===== src/rtl/data_mem_wbuf_pkg.sv =====
// -----------------------------------------------------------------------------
// data_mem_pkg
//   Shared types and constants for the data-memory stage with posted write
//   buffer (data_mem_wbuf).
//   - DEF_ADDR_W / DEF_DATA_W : default address / word widths
//   - wb_entry_t              : one write-buffer entry {addr, data}
//   - drain_state_t           : array drain FSM states
//   - MMIO_RESULT_ADDR        : word address of the MMIO result register
//                               (only decoded with DATA_MEM_WBUF_MMIO_RESULT_EN)
// -----------------------------------------------------------------------------
package data_mem_pkg;

   localparam int DEF_ADDR_W = 8;
   localparam int DEF_DATA_W = 16;

   typedef struct packed {
      logic [DEF_ADDR_W-1:0] addr;
      logic [DEF_DATA_W-1:0] data;
   } wb_entry_t;

   typedef enum logic {
      IDLE = 1'b0,
      BUSY = 1'b1
   } drain_state_t;

   // Top word of the address space.
   localparam logic [DEF_ADDR_W-1:0] MMIO_RESULT_ADDR = '1;

endpackage


===== src/rtl/data_mem_wbuf_if.sv =====
// -----------------------------------------------------------------------------
// data_mem_wbuf_if
//   Core <-> data-memory bus.
//   master (core)   : drives d_addr, w_data, d_wr, d_rd; receives r_data, stall
//   slave  (memory) : receives the request; drives r_data, stall
//   r_data and stall are combinational in the slave.
// -----------------------------------------------------------------------------
interface data_mem_wbuf_if
   import data_mem_pkg::*;
#(
   parameter int DATA_W = DEF_DATA_W
);
   logic [15:0]       d_addr;
   logic [DATA_W-1:0] w_data;
   logic              d_wr;
   logic              d_rd;
   logic [DATA_W-1:0] r_data;
   logic              stall;

   modport master (output d_addr, w_data, d_wr, d_rd, input  r_data, stall);
   modport slave  (input  d_addr, w_data, d_wr, d_rd, output r_data, stall);
endinterface


===== src/rtl/data_mem_wbuf_fifo.sv =====
// -----------------------------------------------------------------------------
// wbuf_fifo
//   Circular FIFO of posted stores with a youngest-first address search.
//   Ports:
//     clk, rst                 clock, async active-low reset (pointers/count)
//     push, push_addr/data     enqueue at tail (caller guarantees !full)
//     pop                      dequeue head (caller guarantees count>0)
//     head_addr/head_data      oldest entry, the one being drained
//     count, full              occupancy
//     srch_addr -> hit/hit_data youngest valid entry matching srch_addr
//   Entry storage is not reset; validity comes from head/count only.
// -----------------------------------------------------------------------------
module wbuf_fifo #(
   parameter  int ADDR_W = 8,
   parameter  int DATA_W = 16,
   parameter  int DEPTH  = 4,
   localparam int PW     = $clog2(DEPTH),
   localparam int CW     = PW + 1
) (
   input  logic              clk,
   input  logic              rst,
   input  logic              push,
   input  logic [ADDR_W-1:0] push_addr,
   input  logic [DATA_W-1:0] push_data,
   input  logic              pop,
   output logic [ADDR_W-1:0] head_addr,
   output logic [DATA_W-1:0] head_data,
   output logic [CW-1:0]     count,
   output logic              full,
   input  logic [ADDR_W-1:0] srch_addr,
   output logic              hit,
   output logic [DATA_W-1:0] hit_data
);
   typedef struct packed {
      logic [ADDR_W-1:0] addr;
      logic [DATA_W-1:0] data;
   } entry_t;

   entry_t            mem [DEPTH];
   logic [PW-1:0]     head, tail;
   logic [DEPTH-1:0]  match;

   assign full      = (count == CW'(DEPTH));
   assign head_addr = mem[head].addr;
   assign head_data = mem[head].data;

   // Per-slot compare; a slot is live when its age (distance from head)
   // is below the occupancy.
   for (genvar i = 0; i < DEPTH; i++) begin : g_cam
      logic [PW-1:0] age;
      assign age      = PW'(i) - head;
      assign match[i] = ({1'b0, age} < count) && (mem[i].addr == srch_addr);
   end

   // Walk oldest -> youngest so the youngest hit is the last one written.
   always_comb begin
      logic [PW-1:0] idx;
      idx      = '0;
      hit      = 1'b0;
      hit_data = '0;
      for (int k = 0; k < DEPTH; k++) begin
         idx = head + PW'(k);
         if (match[idx]) begin
            hit      = 1'b1;
            hit_data = mem[idx].data;
         end
      end
   end

   always_ff @(posedge clk or negedge rst) begin
      if (!rst) begin
         head  <= '0;
         tail  <= '0;
         count <= '0;
      end else begin
         if (push) tail <= tail + PW'(1);
         if (pop)  head <= head + PW'(1);
         case ({push, pop})
            2'b10:   count <= count + CW'(1);
            2'b01:   count <= count - CW'(1);
            default: ;
         endcase
      end
   end

   always_ff @(posedge clk) begin
      if (push) mem[tail] <= '{addr: push_addr, data: push_data};
   end

endmodule


===== src/rtl/data_mem_wbuf.sv =====
// -----------------------------------------------------------------------------
// data_mem_wbuf
//   Data-memory stage behind the 16-bit MIPS core. Stores are posted into a
//   small write buffer and drained into a single-ported array in the
//   background (WR_CYCLES clocks per write); loads forward from the buffer.
//   Ports:
//     clk, rst      clock, async active-low reset
//     bus (slave)   d_addr/w_data/d_wr/d_rd in, r_data/stall out (comb.)
//     wb_count      buffer occupancy (debug)
//     result        MMIO result register
//     result_valid  one-cycle pulse after a result write
//   Option macro: DATA_MEM_WBUF_MMIO_RESULT_EN
//     defined   : store to the top word loads `result` instead of the array,
//                 never stalls; load of that word returns `result`.
//     undefined : top word is ordinary memory, result/result_valid tied 0.
//   Load+store together is a core protocol violation: the load is served
//   and the store is held off with stall.
// -----------------------------------------------------------------------------
module data_mem_wbuf
   import data_mem_pkg::*;
#(
   parameter  int ADDR_W    = DEF_ADDR_W,
   parameter  int DATA_W    = DEF_DATA_W,
   parameter  int WB_DEPTH  = 4,
   parameter  int WR_CYCLES = 2,
   localparam int CW        = $clog2(WB_DEPTH) + 1
) (
   input  logic              clk,
   input  logic              rst,
   data_mem_wbuf_if.slave    bus,
   output logic [CW-1:0]     wb_count,
   output logic [DATA_W-1:0] result,
   output logic              result_valid
);
   localparam int CNT_W = (WR_CYCLES > 1) ? $clog2(WR_CYCLES) : 1;

   logic [DATA_W-1:0] mem [2**ADDR_W];

   logic [ADDR_W-1:0] addr;
   logic              is_mmio;
   logic              push, do_write, start_drain;
   logic              full, hit;
   logic [DATA_W-1:0] hit_data, head_data;
   logic [ADDR_W-1:0] head_addr;
   logic [DATA_W-1:0] rd_data;
   logic              stall_c;
   drain_state_t      state;
   logic [CNT_W-1:0]  cnt;

   // Upper address bits alias onto the array.
   logic unused_addr_hi;
   assign unused_addr_hi = ^bus.d_addr[15:ADDR_W];
   assign addr           = bus.d_addr[ADDR_W-1:0];

`ifdef DATA_MEM_WBUF_MMIO_RESULT_EN
   logic mmio_wr;
   assign is_mmio = (addr == ADDR_W'(MMIO_RESULT_ADDR));
   assign mmio_wr = bus.d_wr && !bus.d_rd && is_mmio;

   always_ff @(posedge clk or negedge rst) begin
      if (!rst) begin
         result       <= '0;
         result_valid <= 1'b0;
      end else begin
         result_valid <= mmio_wr;
         if (mmio_wr) result <= bus.w_data;
      end
   end
`else
   assign is_mmio      = 1'b0;
   assign result       = '0;
   assign result_valid = 1'b0;
`endif

   assign push = bus.d_wr && !bus.d_rd && !is_mmio && !full;

   wbuf_fifo #(
      .ADDR_W (ADDR_W),
      .DATA_W (DATA_W),
      .DEPTH  (WB_DEPTH)
   ) u_fifo (
      .clk       (clk),
      .rst       (rst),
      .push      (push),
      .push_addr (addr),
      .push_data (bus.w_data),
      .pop       (do_write),
      .head_addr (head_addr),
      .head_data (head_data),
      .count     (wb_count),
      .full      (full),
      .srch_addr (addr),
      .hit       (hit),
      .hit_data  (hit_data)
   );

   // A pending load keeps the drain from starting, so a miss seen in IDLE
   // can always read the array port this cycle.
   assign start_drain = (state == IDLE) && (wb_count != '0) && !bus.d_rd;
   assign do_write    = ((state == BUSY) && (cnt == '0)) ||
                        (start_drain && (WR_CYCLES == 1));

   always_ff @(posedge clk or negedge rst) begin
      if (!rst) begin
         state <= IDLE;
         cnt   <= '0;
      end else begin
         case (state)
            IDLE: if (start_drain && (WR_CYCLES > 1)) begin
               state <= BUSY;
               cnt   <= CNT_W'(WR_CYCLES - 1);
            end
            BUSY: if (cnt == '0) state <= IDLE;
                  else           cnt   <= cnt - CNT_W'(1);
            default: state <= IDLE;
         endcase
      end
   end

   // Reset forces IDLE asynchronously, so an in-flight write never lands.
   always_ff @(posedge clk) begin
      if (do_write) mem[head_addr] <= head_data;
   end

   always_comb begin
      rd_data = '0;
      stall_c = 1'b0;
      if (bus.d_rd) begin
         if (is_mmio)             rd_data = result;
         else if (hit)            rd_data = hit_data;
         else if (state == IDLE)  rd_data = mem[addr];
         else                     stall_c = 1'b1;
         if (bus.d_wr)            stall_c = 1'b1;
      end else if (bus.d_wr) begin
         stall_c = full && !is_mmio;
      end
   end

   assign bus.r_data = rd_data;
   assign bus.stall  = stall_c;

endmodule


===== src/flat_wrapper.sv =====
// flat-port wrapper written by rule: the top's interface ports become plain ports
module data_mem_wbuf_flat import data_mem_pkg::*;
#(
   parameter  int ADDR_W    = DEF_ADDR_W,
   parameter  int DATA_W    = DEF_DATA_W,
   parameter  int WB_DEPTH  = 4,
   parameter  int WR_CYCLES = 2,
   localparam int CW        = $clog2(WB_DEPTH) + 1
)
  (clk, rst, wb_count, result, result_valid, bus_d_addr, bus_w_data, bus_d_wr, bus_d_rd, bus_r_data, bus_stall);
  data_mem_wbuf_if #(.DATA_W(DATA_W)) bus_i ();
  input  logic clk;
  input  logic rst;
  output logic [CW-1:0] wb_count;
  output logic [DATA_W-1:0] result;
  output logic result_valid;
  input wire logic [$bits(bus_i.d_addr)-1:0] bus_d_addr;
  input wire logic [$bits(bus_i.w_data)-1:0] bus_w_data;
  input wire logic [$bits(bus_i.d_wr)-1:0] bus_d_wr;
  input wire logic [$bits(bus_i.d_rd)-1:0] bus_d_rd;
  output wire logic [$bits(bus_i.r_data)-1:0] bus_r_data;
  output wire logic [$bits(bus_i.stall)-1:0] bus_stall;
  assign bus_i.d_addr = bus_d_addr;
  assign bus_i.w_data = bus_w_data;
  assign bus_i.d_wr = bus_d_wr;
  assign bus_i.d_rd = bus_d_rd;
  assign bus_r_data = bus_i.r_data;
  assign bus_stall = bus_i.stall;
  data_mem_wbuf #(.ADDR_W(ADDR_W), .DATA_W(DATA_W), .WB_DEPTH(WB_DEPTH), .WR_CYCLES(WR_CYCLES)) u_core (.clk(clk), .rst(rst), .bus(bus_i), .wb_count(wb_count), .result(result), .result_valid(result_valid));
endmodule

===== config.mk =====
export PLATFORM = sky130hd
export DESIGN_NAME = data_mem_wbuf_flat
export DESIGN_NICKNAME = d
export VERILOG_FILES = /design/src/rtl/data_mem_wbuf_pkg.sv /design/src/rtl/data_mem_wbuf_if.sv /design/src/rtl/data_mem_wbuf_fifo.sv /design/src/rtl/data_mem_wbuf.sv /design/src/flat_wrapper.sv
export SDC_FILE = /design/constraint.sdc
export NUM_CORES = 2
export LEC_CHECK = 0
export ABC_AREA = 1
export BUFFER_PORTS_ARGS = -buffer_cell sky130_fd_sc_hd__clkbuf_2
export CAP_MARGIN = 20
export CELL_PAD_IN_SITES_DETAIL_PLACEMENT = 1
export CELL_PAD_IN_SITES_GLOBAL_PLACEMENT = 2
export CORE_UTILIZATION = 40
export CTS_CLUSTER_SIZE = 40
export DETAILED_ROUTE_END_ITERATION = 6
export PLACE_DENSITY = 0.85
export REMOVE_ABC_BUFFERS = 1
export SYNTH_ARGS = -nofsm -noshare
export SYNTH_HDL_FRONTEND = slang
export SYNTH_HIERARCHICAL = 1
export SYNTH_MEMORY_MAX_BITS = 65536
export SYNTH_SLANG_ARGS = --single-unit

===== constraint.sdc =====
create_clock -name clk -period 30.1 [get_ports clk]
set_input_delay 0 -clock clk [delete_from_list [all_inputs] [get_ports clk]]
set_output_delay 0 -clock clk [all_outputs]
set_load 0.03 [all_outputs]

==> out/qor.csv <==
stage;metric;value;unit
run_status;outcome;completed;
clock_network;cts.sinks;4201;
yosys;synthArstFlopShare;0.00214;
yosys;synth_area_leaders;edfxtp_1, nand3_1, nand2_1;
sta;layout_setup_ws;22730;ps
sta;relSlewSlack;0.152;
power_and_ir_drop;powerDensity;83.0;nW/µm²
critical_path;cp.required;30100;ps
clock_network;path_clk_slew;70;ps
critical_path;cp-end-kind;output pin;
floorplan;die_w;658;µm
cells_and_area;nets;14500;
route;wl;547000;µm
clock_network;cts_root_buffer;clkbuf_16;
sta;worstMarginPinSlew;1270;ps
yosys;yosysMostFrequentCell;nand2_1;
placement;port_buffers;47;
route;wire_per_inst;26.7;µm
route;dr.first_iter.drc_count;13100;
cells_and_area;syn_to_final_growth;11.6;%
yosys;ys_top_cells_by_count;nand2_1, edfxtp_1, nand3_1, buf_2, nor2_1;
placement;gp_congestion;0.863;
yosys;synth-edff-count;4192;
sta;period_needed;7370;ps
yosys;syn_area_per_cell;11.9;µm²
floorplan;initial_core_util;0.402;
global_routing;grt_max_degree;198;
route;vias;118000;
critical_path;path_buf_inv;9;
sta;rsz0062_at_grt;no;
cells_and_area;fill_cells;44900;
critical_path;startpoint_type;input port;
cells_and_area;drive_gt1_frac;0.0784;
sta;skew;98.6;ps
route;via_per_inst;5.74;
critical_path;cp_max_fo;112;
global_routing;grt_pass1_vias;119000;
critical_path;critPathTopFamily;buffers and inverters;
floorplan;coreArea;428000;µm²
clock_network;cts_buffers;433;
floorplan;num_rows;240;
clock_network;cts_buffer_depth;4;
route;drc;0;
critical_path;crit_chain;dlygate4sd3_1 -> buf_12 -> inv_16 -> buf_4 -> buf_4 -> buf_4 -> buf_4 -> buf_4 -> nand2_1 -> nand3_1 -> nand3_1 -> nand3_1 -> nand3_1 -> nand3_1 -> nand3_1 -> nand3_1 -> nand3_1 -> a21oi_1 -> clkbuf_2;
global_routing;track_usage;0.246;
yosys;yosysWarnings;6;
yosys;synth_seq_cells;4201;
global_routing;grt_antenna_before_repair;20;
power_and_ir_drop;pwr-share-comb;0.189;
route;drtPass1Iterations;6;
power_and_ir_drop;power;15900;µW
power_and_ir_drop;p_seq_frac;0.487;
power_and_ir_drop;ir_worst_vdd;0.128;mV
global_routing;grt_pass1_wl;795000;µm
floorplan;io_pins;73;
placement;placedCellCount;19700;
hold_path;holdCritPathClass;in2async;
route;antenna_left;0;
clock_network;cts_max_level;5;
yosys;yosys.area.top_type;edfxtp_1;
yosys;synth_seq_area_share;0.733;
sta;setup_viol;0;
yosys;synth.distinct_cells;36;
clock_network;cts_tree;built;
critical_path;crit_top_cell;nand3_1;
sta;drv_slew;0;
power_and_ir_drop;power_switching;4890;µW
yosys;synth_ff_type;edfxtp_1;
yosys;synth_top_area_frac;0.732;
power_and_ir_drop;p_leak;0.0668;µW
floorplan;die_y;658;µm
placement;dp_slack;23640;ps
yosys;syn_area;172000;µm²
power_and_ir_drop;internal_power;11100;µW
job;maxCapViolCount;0;
yosys;netlist_instances;14400;
cells_and_area;final_cells;20500;
power_and_ir_drop;clockPowerShare;0.324;
sta;fin_setup_tns;0;ps
sta;clock.fmax;136;MHz
placement;hpwlAfterDp;302000;µm
global_routing;grt-ovfl-total;0;
critical_path;cpPeakStageDelay;710;ps
critical_path;path_class;in2out;
clock_network;clk_latency;1010;ps
sta;hold_viol;0;
power_and_ir_drop;switching_share;0.307;
critical_path;arrival;7370;ps
sta;finalCritPeriodShare;0.245;
floorplan;dieArea;433000;µm²
critical_path;crit_path_top_delay_cell;buf_4;
[cells by family after synthesis]
logic type | count (synthesis) | synth area share
buffers and inverters | 1145 | 0.0351
adders and majority gates | 10 | 0.000771
DFF | 4201 | 0.733
xor gates and xnor gates | 22 | 0.00112
other | 1 | 0.0000218
and+or+nand+nor | 8863 | 0.224
AOI/OAI and AO/OA | 203 | 0.00618
[tightest hold or removal path: cells and delay by family]
kind	cells	cell delay [ps]
buffers and inverters	3	1500
[layout make-up]
type | instances | area [µm²] | area share
Multi-Input combinational cell | 9115 | 40200 | 0.210
Clock inverter | 239 | 1890 | 0.00984
Inverter | 141 | 573 | 0.00298
Clock buffer | 543 | 11400 | 0.0594
Sequential cell | 4201 | 126000 | 0.657
Antenna cell | 11 | 27.5 | 0.000143
Tap cell | 5687 | 7120 | 0.0371
Timing Repair Buffer | 562 | 4640 | 0.0242
[timing repair]
| action | CTS | global route |
|---|---|---|
| setup buffers | 0 | 0 |
| endpoints found under the hold margin | 164 | 0 |
| resized for setup | 0 | 0 |
| hold buffers | 46 | 0 |
[registers in the layout (all words and copies together) (netlist names)]
| register | cells |
|---|---|
| u_core/cnt | 1 |
| u_core/mem | 4096 |
| u_core/state | 1 |
| u_core/u_fifo/count | 3 |
| u_core/u_fifo/head | 2 |
| u_core/u_fifo/mem | 96 |
| u_core/u_fifo/tail | 2 |
[per-layer routing]
metal / GRT usage / routed length (µm) / vias to the layer above
met5: 0 / 18 / -
met4: 0.106 / 25100 / 4
met3: 0.0331 / 40300 / 1008
met2: 0.412 / 264000 / 4574
met1: 0.322 / 217000 / 60700
li1: - / - / 51400
[power groups by stage]
stage / Sequential, µW / Combinational, µW / Clock [µW]
after floorplan: 8760 / 1360 / 0
after global placement: 7890 / 2820 / 0
after detailed placement: 7890 / 2920 / 0
after CTS: 7770 / 2940 / 5220
after global routing: 7770 / 3150 / 5410
final: 7770 / 3010 / 5160
[cell usage in the layout, fill, tap and decap left out, drive strengths merged, types with 9 or more instances in the layout]
master | Yosys | routed
edfxtp | 4192 | 4192
nand3 | 4133 | 4133
bufinv | 0 | 26
clkinv | 1 | 197
buf | 819 | 475
dfrtp | 9 | 9
nor2 | 324 | 324
a21oi | 35 | 35
clkbuf | 185 | 584
a22oi | 12 | 12
dlygate4sd3 | 0 | 46
nand2 | 4404 | 4404
ha | 9 | 9
o21ai | 151 | 151
inv | 140 | 150
xnor2 | 17 | 17
conb | 1 | 17
diode | 0 | 11
[final timing paths]
| kind | startpoint | to | slack, ps | depth (start not counted) |
|---|---|---|---|---|
| setup reg to reg | u_core/u_fifo/head[0] | u_core/mem[104][2] | 24140 | 10 |
| hold / removal | rst | u_core/u_fifo/head[1] | 60 | 3 |
| hold reg to reg | u_core/state | u_core/cnt | 510 | 1 |
| min in group clk | bus_d_addr[5] | u_core/u_fifo/mem[1][21] | 70 | 2 |
| setup / recovery | bus_d_addr[0] | bus_r_data[2] | 22730 | 19 |
| max in group asynchronous | rst | u_core/u_fifo/head[1] | 29690 | 3 |
[metrics by stage]
| stage | hold slack (ps) | instance area, µm² | utilization |
|---|---|---|---|
| final | 55.3 | 192000 | 0.449 |
| after global placement | -123 | 178000 | 0.416 |
| after detailed placement | -114 | 178000 | 0.416 |
| after floorplan | -296 | 167000 | - |
| after CTS | 9.00 | 192000 | 0.449 |
| after global routing | 45.5 | 192000 | 0.449 |
(Power assumes the default switching activity.)
